### config.mk
export PLATFORM = sky130hd
export DESIGN_NAME = kv_create_cmd
export DESIGN_NICKNAME = d
export VERILOG_FILES = /design/src/rtl/kv_create_cmd.sv
export SDC_FILE = /design/constraint.sdc
export NUM_CORES = 1
export LEC_CHECK = 0
export ABC_AREA = 0
export CORE_MARGIN = 2
export CORE_UTILIZATION = 52
export DETAILED_ROUTE_END_ITERATION = 8
export GPL_ROUTABILITY_DRIVEN = 0
export GPL_TIMING_DRIVEN = 0
export PLACE_DENSITY = 0.87
export SYNTH_ARGS = -nofsm -noshare
export SYNTH_HDL_FRONTEND = slang
export SYNTH_SLANG_ARGS = --single-unit
### constraint.sdc
create_clock -name clk -period 2.8 [get_ports clk]
set_input_delay 0.56 -clock clk [delete_from_list [all_inputs] [get_ports clk]]
set_output_delay 0.56 -clock clk [all_outputs]
set_load 0.005 [all_outputs]
### src/rtl/kv_create_cmd.sv
// CREATE command engine: parses opcode/key/value from the byte stream, issues one
// store insert, and returns a status (or TIMEOUT on a stalled frame) upstream.
module kv_create_cmd #(
    parameter int unsigned KEY_BYTES = 2,
    parameter int unsigned VAL_BYTES = 4,
    parameter logic [7:0]  OPCODE    = 8'h43,
    parameter int unsigned TIMEOUT   = 1024
) (
    input  logic                   clk,
    input  logic                   rst,
    input  logic                   in_valid,
    input  logic [7:0]             in_byte,
    output logic                   in_ready,
    output logic                   st_req_valid,
    output logic [8*KEY_BYTES-1:0] st_req_key,
    output logic [8*VAL_BYTES-1:0] st_req_val,
    input  logic                   st_req_ready,
    input  logic                   st_ack_valid,
    input  logic [1:0]             st_ack_status,
    output logic                   rsp_valid,
    output logic [1:0]             rsp_code,
    input  logic                   rsp_ready,
    output logic                   busy
);

    localparam int unsigned KW   = 8 * KEY_BYTES;
    localparam int unsigned VW   = 8 * VAL_BYTES;
    localparam int unsigned MAXB = (KEY_BYTES > VAL_BYTES) ? KEY_BYTES : VAL_BYTES;
    localparam int unsigned BW   = $clog2(MAXB + 1);
    localparam int unsigned IW   = (TIMEOUT > 0) ? $clog2(TIMEOUT + 1) : 1;

    localparam logic [2:0] S_IDLE = 3'd0;
    localparam logic [2:0] S_KEY  = 3'd1;
    localparam logic [2:0] S_VAL  = 3'd2;
    localparam logic [2:0] S_REQ  = 3'd3;
    localparam logic [2:0] S_WAIT = 3'd4;
    localparam logic [2:0] S_RESP = 3'd5;

    localparam logic [1:0] CODE_FULL    = 2'd2;
    localparam logic [1:0] CODE_TIMEOUT = 2'd3;

    logic [2:0]    state, state_d;
    logic [BW-1:0] bcnt, bcnt_d;
    logic [IW-1:0] icnt, icnt_d;
    logic [KW-1:0] key_d;
    logic [VW-1:0] val_d;
    logic [1:0]    code_d;
    logic          in_ready_d, st_req_valid_d, rsp_valid_d, busy_d;

    logic          accept;
    logic [IW-1:0] icnt_inc;
    logic          timeout_hit;

    assign accept      = in_valid && in_ready;
    assign icnt_inc    = IW'(icnt + IW'(1));
    assign timeout_hit = (TIMEOUT != 0) && (icnt_inc == IW'(TIMEOUT));

    // Next-state, datapath and next-output decode
    always_comb begin
        state_d = state;
        bcnt_d  = bcnt;
        icnt_d  = icnt;
        key_d   = st_req_key;
        val_d   = st_req_val;
        code_d  = rsp_code;

        case (state)
            S_IDLE: begin
                if (accept && (in_byte == OPCODE)) begin
                    state_d = S_KEY;
                    bcnt_d  = '0;
                    icnt_d  = '0;
                    key_d   = '0;
                    val_d   = '0;
                end
            end
            S_KEY, S_VAL: begin
                if (accept) begin
                    icnt_d = '0;
                    if (state == S_KEY) begin
                        key_d = (st_req_key << 8) | KW'(in_byte);
                        if (bcnt == BW'(KEY_BYTES - 1)) begin
                            bcnt_d  = '0;
                            state_d = S_VAL;
                        end else begin
                            bcnt_d = BW'(bcnt + BW'(1));
                        end
                    end else begin
                        val_d = (st_req_val << 8) | VW'(in_byte);
                        if (bcnt == BW'(VAL_BYTES - 1)) begin
                            bcnt_d  = '0;
                            state_d = S_REQ;
                        end else begin
                            bcnt_d = BW'(bcnt + BW'(1));
                        end
                    end
                end else if (timeout_hit) begin
                    // Stalled frame: drop partial fields, report without touching the store
                    state_d = S_RESP;
                    code_d  = CODE_TIMEOUT;
                    bcnt_d  = '0;
                    icnt_d  = '0;
                    key_d   = '0;
                    val_d   = '0;
                end else if (TIMEOUT != 0) begin
                    icnt_d = icnt_inc;
                end
            end
            S_REQ: begin
                if (st_req_ready) begin
                    state_d = S_WAIT;
                end
            end
            S_WAIT: begin
                if (st_ack_valid) begin
                    code_d  = (st_ack_status == 2'd3) ? CODE_FULL : st_ack_status;
                    state_d = S_RESP;
                end
            end
            S_RESP: begin
                if (rsp_ready) begin
                    state_d = S_IDLE;
                end
            end
            default: begin
                state_d = S_IDLE;
                bcnt_d  = '0;
                icnt_d  = '0;
            end
        endcase

        in_ready_d     = (state_d == S_IDLE) || (state_d == S_KEY) || (state_d == S_VAL);
        st_req_valid_d = (state_d == S_REQ);
        rsp_valid_d    = (state_d == S_RESP);
        busy_d         = (state_d != S_IDLE);
    end

    // State, counters, datapath and registered outputs
    always_ff @(posedge clk) begin
        if (rst) begin
            state        <= S_IDLE;
            bcnt         <= '0;
            icnt         <= '0;
            st_req_key   <= '0;
            st_req_val   <= '0;
            rsp_code     <= '0;
            in_ready     <= 1'b1;
            st_req_valid <= 1'b0;
            rsp_valid    <= 1'b0;
            busy         <= 1'b0;
        end else begin
            state        <= state_d;
            bcnt         <= bcnt_d;
            icnt         <= icnt_d;
            st_req_key   <= key_d;
            st_req_val   <= val_d;
            rsp_code     <= code_d;
            in_ready     <= in_ready_d;
            st_req_valid <= st_req_valid_d;
            rsp_valid    <= rsp_valid_d;
            busy         <= busy_d;
        end
    end

endmodule
==> results of run 1 <==
-- per-layer routing --
metal  global-route usage [%]  part of all wire [%]
met1                     37.5                    41
met2                     44.5                    47
met3                     3.81                   9.7
met4                     13.2                   1.7
met5                        0                     0
-- path summary, 6_finish.rpt --
path | startpoint | slack (ns) | endpoint | cells past startpoint
max reg2reg | icnt[0] | 0.23 | st_req_val[30] | 8
max | in_byte[6] | 0.16 | st_req_key[5] | 6
min reg2reg | rsp_code[1] | 0.50 | rsp_code[1] | 2
min | rsp_code[1] | 0.50 | rsp_code[1] | 2
-- sequential cells by signal, summed over array words and instances (netlist names) --
| signal | flops |
|---|---|
| st_req_valid | 1 |
| st_req_key | 16 |
| rsp_valid | 1 |
| busy | 1 |
| bcnt | 3 |
| st_req_val | 32 |
| rsp_code | 2 |
| in_ready | 1 |
| icnt | 11 |
| state | 3 |
-- worst register-to-register path: stages (launching register included) --
cell and delay, ns:
sky130_fd_sc_hd__dfxtp_1 0.43, sky130_fd_sc_hd__ha_1 0.26, sky130_fd_sc_hd__and3_1 0.25, sky130_fd_sc_hd__nand4_1 0.11, sky130_fd_sc_hd__a221o_1 0.47, sky130_fd_sc_hd__o21ai_1 0.24, sky130_fd_sc_hd__buf_2 0.26, sky130_fd_sc_hd__buf_2 0.28
sky130_fd_sc_hd__a311oi_1 0.14
-- through the flow --
| step | hold slack [ns] | TNS (ns) | instance area, um^2 | power [uW] | setup slack, ns |
|---|---|---|---|---|---|
| 5_1_grt | 0.514 | 0 | 4550 | 2000 | 0.0501 |
| 2_1_floorplan | 0.464 | 0 | 3530 | 1070 | 0.690 |
| 4_1_cts | 0.494 | 0 | 4540 | 1960 | 0.0303 |
| 6_report | 0.499 | 0 | 4550 | 1960 | 0.162 |
| 3_3_place_gp | 0.477 | -15.00 | 4320 | 1120 | -0.494 |
| 3_5_place_dp | 0.483 | -16.49 | 4320 | 1120 | -0.557 |
-- power breakdown --
| group | switching (uW) | leakage (uW) | internal (uW) |
|---|---|---|---|
| clock network | 421 | 0.0000993 | 440 |
| registers | 2.60 | 0.000572 | 1010 |
| logic | 49.5 | 0.000685 | 34.7 |
| total | 473 | 0.00136 | 1490 |
-- cell type report --
class / count / area [um^2] / share of cell area [%]
Multi-Input combinational cell: 303 / 1940 / 42.6
Sequential cell: 71 / 1420 / 31.3
Clock inverter: 6 / 67.6 / 1.49
Timing Repair Buffer: 69 / 691 / 15.2
Buffer: 40 / 161 / 3.55
Tap cell: 80 / 100 / 2.20
Inverter: 8 / 30.0 / 0.661
Clock buffer: 10 / 138 / 3.03
-- logic make-up (layout without fill, tap and decap cells) --
kind of cell | after synthesis | in the layout | share of synthesized area, %
adders and majority gates | 5 | 5 | 1.77
muxes | 1 | 1 | 0.283
and+or+nand+nor | 95 | 95 | 15.5
buffers and inverters | 48 | 133 | 5.38
xor gates and xnor gates | 4 | 4 | 0.992
AOI/OAI and AO/OA | 198 | 198 | 35.8
DFF | 71 | 71 | 40.2
-- cell usage in the layout, fill, tap and decap left out, types with 9 or more instances in the layout --
cell type,Yosys,routed
sky130_fd_sc_hd__a211oi_1,17,17
sky130_fd_sc_hd__dfxtp_1,71,71
sky130_fd_sc_hd__clkdlybuf4s50_1,0,69
sky130_fd_sc_hd__nand2_1,24,24
sky130_fd_sc_hd__clkbuf_1,32,31
sky130_fd_sc_hd__nor2_1,9,9
sky130_fd_sc_hd__clkbuf_8,0,10
sky130_fd_sc_hd__a311oi_1,42,42
sky130_fd_sc_hd__o21ai_0,16,16
sky130_fd_sc_hd__a21oi_1,99,99
==> run summary, run 1 <==
TIMING
-----------------------------------------------------------------------------------------
Pins over their slew limit                                                              0
Number of hold violations in the final report                                           0
Least-Margin Pin Slew                                                            0.704 ns
RSZ-0062 raised after global routing                                                   no
Remaining max-slew budget at the tightest pin                                       52.6%
Final critical-path share of the clock period                                       94.2%
Final worst clock skew                                                         0.00857 ns
Final setup violation count                                                             0
Final critical-path required period                                               2.64 ns
Maximum frequency from static timing analysis                                   0.379 GHz

LOGIC SYNTHESIS
-----------------------------------------------------------------------------------------
Total nets after synthesis                                                            443
Number of warnings printed during yosys synthesis                                       0
Proportion of register bits with asynchronous set or reset after synthesis             0%
Count of flip-flops with a built-in enable after synthesis                              0
Cell variety after synth                                                               53
Register bit total from synthesis                                                      71
Sequential area share after synthesis                                               40.2%
Cell area after technology mapping                                              3530 um^2
Biggest area consumer among synthesized cells                                sky130_fd_sc_hd__dfxtp_1
Most used standard cells in the synthesized netlist                          99 x sky130_fd_sc_hd__a21oi_1, 71 x sky130_fd_sc_hd__dfxtp_1, 42 x sky130_fd_sc_hd__a311oi_1
Gate count after technology mapping                                                   422
Share of the synthesized area in the top cell type                                  40.2%
Top cells by area, synth                                                     sky130_fd_sc_hd__dfxtp_1 40%, sky130_fd_sc_hd__a21oi_1 14%, sky130_fd_sc_hd__a311oi_1 10%
Most frequently used cell type in the post-synthesis netlist                 sky130_fd_sc_hd__a21oi_1
Average cell area after synthesis                                               8.37 um^2
Dominant synthesized flop cell                                               sky130_fd_sc_hd__dfxtp_1

CTS
-----------------------------------------------------------------------------------------
Clock latency on the worst-skew pair                                              0.36 ns
Quantity of hold-fixing buffers added after cts                                         0
Master cell of the clock root buffer                                         sky130_fd_sc_hd__clkbuf_8
Number of clock buffers inserted by TritonCTS                                           9
Clock tree from TritonCTS                                                           built
H-tree level count                                                                      3
Maximum buffer depth of the clock tree                                                  2
Clock sink count                                                                       71
Number of gates resized after cts                                                       2
Post-CTS Setup Repair Bufs                                                              0
Clock-pin slew on the worst setup and hold paths                                  0.08 ns

CRITICAL PATH
-----------------------------------------------------------------------------------------
Critical Path Fanout Max                                                               10
Path type of the worst setup path                                            primary input to flop
CP bufs+invs                                                                            2
Worst stage delay on the critical path                                            0.57 ns
Cell Chain, Critical Path                                                    clkdlybuf4s50_1, nor4bb_2, a31oi_1, o21ai_2, clkbuf_1, a311oi_1
Capturing element type of the critical path                                          flop
Top delay family on crit path                                                buffers and inverters
Arrival time worst endpoint                                                       2.85 ns
Crit path launch type                                                        primary input
Slowest CP cell                                                              sky130_fd_sc_hd__clkdlybuf4s50_1
Endpoint required time on the critical path                                       3.01 ns

GLOBAL ROUTING
-----------------------------------------------------------------------------------------
Maximum number of pins on one net before global-route repair                           14
GRT Resource Usage Total                                                            28.0%
Initial antenna violation count                                                         0
Vias in the first global route                                                       3414
First-pass GRT wire length                                                       16700 um
Global route overflow                                                                   0

FLOORPLANNING
-----------------------------------------------------------------------------------------
Row count                                                                              30
Initial core utilization                                                            52.9%
I/O pin total                                                                          70
Die Footprint                                                                   7470 um^2
Die Height                                                                        86.4 um
Chip width                                                                        86.4 um
Core footprint                                                                  6680 um^2

OUTCOME
-----------------------------------------------------------------------------------------
Run status                                                                   complete, but fails checks
Violations in the final reports                                              design-rule violations

JOB
-----------------------------------------------------------------------------------------
Max-cap viol count                                                                      0

PWR
-----------------------------------------------------------------------------------------
PD cells                                                                      431 nW/um^2
Highest ir drop seen on vdd                                                      0.258 mV
Total leakage power                                                            0.00136 uW

DRT
-----------------------------------------------------------------------------------------
Avg WL per Cell                                                                   18.0 um
Antenna-violating nets left                                                             0
Total length of routed wires                                                     10600 um
Residual DRC                                                                            2
Vias post-DR                                                                         3885
Router iterations before antenna repair                                                 9
Vias per cell                                                                        6.62
DR iter-0 viols                                                                       390

LAYOUT
-----------------------------------------------------------------------------------------
Layout cell share with drive strength beyond 1                                      7.10%
Fillers                                                                               540
Antenna diode count                                                                     0
Number of nets at the end of the flow                                                 523
Post-layout util                                                                    68.0%
Layout Cells excl Fill                                                                587
Area growth syn-to-layout                                                           28.7%

PLACED DESIGN
-----------------------------------------------------------------------------------------
Number of buffers added on ports                                                       69
Cell count after placement                                                            571
Post-detailed-placement half-perimeter wirelength                                 7190 um

WORST HOLD PATH
-----------------------------------------------------------------------------------------
Worst min-delay path class                                                   flop to flop

No activity file was read; power rests on OpenSTA's default activity.
==> inputs of run 2 (changes only) <==
Settings changed: CAP_MARGIN set to 20, GPL_TIMING_DRIVEN 0 to not set.
==> run 2 against run 1 <==
Design area about the same. Via count decreased by 7.9%. Clock power increased by 15%. Sequential cell count unchanged. Worst setup slack improved by 0.13 ns. Core utilization about the same. The flow now finishes without violations. Die area unchanged. Register-to-register slack improved by 0.07 ns. Clock skew increased by 0.0047 ns. Global-route usage decreased by 3.6 points.
==> run summary, run 2 (synthesized netlist as in run 1, its figures left out) <==
OUTCOME
----------------------------------------------------------------------------
Run status                                                      complete, no violations

DRT
----------------------------------------------------------------------------
Total length of routed wires                                         9010 um   -15%
Vias per cell                                                           6.39   -3.5%
Residual DRC                                                               0   -2
Routed met3 length                                                    526 um   -49%
Router iterations before antenna repair                                    6   -3
Top layer reached by signal wires                                       met4
DR iter-0 viols                                                          259   -34%
Met2 wirelength from detailed routing                                4280 um   -14%
Vias post-DR                                                            3577   -7.9%
Antenna-violating nets left                                                0   unchanged
Avg WL per Cell                                                      16.1 um   -11%
Wire length on met1                                                  4090 um   -6.2%

LAYOUT
----------------------------------------------------------------------------
Antenna diode count                                                        0   unchanged
Area growth syn-to-layout                                              28.7%   about the same
Top library cells by usage in the layout, fill and taps aside   99 x sky130_fd_sc_hd__a21oi_1, 70 x sky130_fd_sc_hd__dfxtp_1, 68 x sky130_fd_sc_hd__clkdlybuf4s50_1, 42 x sky130_fd_sc_hd__a311oi_1, 24 x sky130_fd_sc_hd__nand2_1
Fillers                                                                  542   +0.37%
Post-layout util                                                       68.1%   about the same
Leading cell type in the layout, fill and taps excluded         sky130_fd_sc_hd__a21oi_1
Number of nets at the end of the flow                                    497   -5.0%
Largest register FFs                                                      32   unchanged
Largest Register                                                  st_req_val
Layout Cells excl Fill                                                   560   -4.6%
Layout cell share with drive strength beyond 1                         8.75%   +1.6 points
Registers with the most flip-flops                              st_req_val: 32 flops, st_req_key: 16 flops, icnt: 11 flops

CRITICAL PATH
----------------------------------------------------------------------------
Endpoint required time on the critical path                          3.01 ns   about the same
Cell Chain, Critical Path                                       ha_1, and3_1, nand4_1, a221o_1, o21ai_4, buf_4, a311oi_1
Startpoint of the most critical setup path                           icnt[0]
Crit path launch type                                                   flop
Capturing element type of the critical path                             flop
Path type of the worst setup path                               flop to flop
Critical Path Fanout Max                                                  14   +4
Source of the worst register-to-register timing path                 icnt[0]
Top delay family on crit path                                   compound AO/OA/AOI/OAI gates
Arrival time worst endpoint                                          2.71 ns   -0.14 ns
Slowest CP cell                                                 sky130_fd_sc_hd__a221o_1
Internal reg-to-reg setup slack                                      0.30 ns   +0.07 ns
Worst stage delay on the critical path                               0.47 ns   -0.10 ns
CP bufs+invs                                                               1   -1

TIMING
----------------------------------------------------------------------------
TNS Setup                                                               0 ns   unchanged
Pins over their slew limit                                                 0   unchanged
Remaining max-slew budget at the tightest pin                          55.6%   +3.0 points
Number of hold violations in the final report                              0   unchanged
Final critical-path required period                                  2.50 ns   -0.135 ns
Least-Margin Pin Slew                                               0.659 ns   -0.0450 ns
Final setup violation count                                                0   unchanged
Final worst clock skew                                             0.0132 ns   +0.00466 ns
Final critical-path share of the clock period                          89.4%   -4.8 points
Maximum frequency from static timing analysis                      0.399 GHz   +5.4%
RSZ-0062 raised after global routing                                      no
Least setup slack across all paths after layout                     0.297 ns   +0.135 ns

GLOBAL ROUTING
----------------------------------------------------------------------------
First-pass GRT wire length                                          15000 um   -10%
Maximum number of pins on one net before global-route repair              65   +51
Global route overflow                                                      0   unchanged
Vias in the first global route                                          3329   -2.5%
Initial antenna violation count                                            0   unchanged
GRT Resource Usage Total                                               24.3%   -3.6 points

PWR
----------------------------------------------------------------------------
Total leakage power                                               0.00138 uW   +1.4%
Highest ir drop seen on vdd                                         0.278 mV   +7.7%
PD cells                                                         458 nW/um^2   +6.2%
Total power consumption of the routed design                         2080 uW   +6.2%

CTS
----------------------------------------------------------------------------
Maximum buffer depth of the clock tree                                     2   unchanged
Master cell of the clock root buffer                            sky130_fd_sc_hd__clkbuf_8
Clock sink count                                                          71   unchanged
Clock-pin slew on the worst setup and hold paths                     0.07 ns   about the same
Post-CTS Setup Repair Bufs                                                 0   unchanged
Number of gates resized after cts                                          0   -2
Quantity of hold-fixing buffers added after cts                            0   unchanged
Clock latency on the worst-skew pair                                 0.34 ns   -0.02 ns
Number of clock buffers inserted by TritonCTS                              9   unchanged
H-tree level count                                                         3   unchanged
Clock tree from TritonCTS                                              built

PLACED DESIGN
----------------------------------------------------------------------------
Cell count after placement                                               545   -4.6%
Post-place setup slack                                              0.127 ns   +0.684 ns
Number of buffers added on ports                                          69   unchanged
Post-detailed-placement half-perimeter wirelength                    5920 um   -18%

FLOORPLANNING
----------------------------------------------------------------------------
Row count                                                                 30   unchanged
Initial core utilization                                               52.9%   unchanged
Die Height                                                           86.4 um   unchanged
Die Footprint                                                      7470 um^2   unchanged
I/O pin total                                                             70   unchanged
Chip width                                                           86.4 um   unchanged
Core footprint                                                     6680 um^2   unchanged

WORST HOLD PATH
----------------------------------------------------------------------------
Start point of the worst hold path                                   bcnt[1]
Worst min-delay path class                                      flop to flop

JOB
----------------------------------------------------------------------------
Max-cap viol count                                                         0   unchanged

run 2: cell types whose count changed in the layout (fill, tap and decap cells not counted), moves of 2 or more:
cell	before	now
sky130_fd_sc_hd__bufinv_16	1	3
sky130_fd_sc_hd__buf_4	0	13
sky130_fd_sc_hd__clkbuf_1	31	0
sky130_fd_sc_hd__buf_2	8	1
sky130_fd_sc_hd__inv_6	2	0
run 2: area by class of cell:
| cell class | count | area [um^2] | share of cell area (%) |
|---|---|---|---|
| timing repair buffer | 83 | 803 | 17.7 |
| multi-input combinational | 303 | 1950 | 42.8 |
| tap | 80 | 100 | 2.20 |
| inverter | 8 | 30.0 | 0.660 |
| clock inverter | 5 | 106 | 2.34 |
| clock buffer | 10 | 138 | 3.03 |
| sequential | 71 | 1420 | 31.3 |
run 2: report_power, final:
group,internal (uW),total (uW),leakage (uW),switching (uW)
sequential,1010,1010,0.000572,2.68
clock,613,989,0.000119,376
combinational,33.4,78.1,0.000685,44.7
total,1660,2080,0.00138,424
run 2: per-layer routing:
| metal | up-vias | GRT usage (%) |
|---|---|---|
| li1 | 1737 | - |
| met1 | 1671 | 32.7 |
| met2 | 157 | 38.5 |
| met3 | 12 | 4.29 |
| met4 | 0 | 10.4 |
| met5 | - | 0 |
run 2: final timing paths:
path                   end  cells after the start
max          st_req_key[8]                      7
min                bcnt[1]                      2
max reg2reg  st_req_key[8]                      7
min reg2reg        bcnt[1]                      2
run 2: tightest hold or removal path, cell delays in order, from the launching register on:
cell	delay, ns
sky130_fd_sc_hd__dfxtp_1	0.33
sky130_fd_sc_hd__nand2_1	0.06
sky130_fd_sc_hd__nand3_1	0.06
run 2: per-stage QoR:
stage | area [um^2] | hold slack, ns
floorplan | 3530 | 0.464
global placement | 4300 | 0.477
detailed placement | 4300 | 0.490
CTS | 4550 | 0.509
global route | 4550 | 0.535
finish | 4550 | 0.502
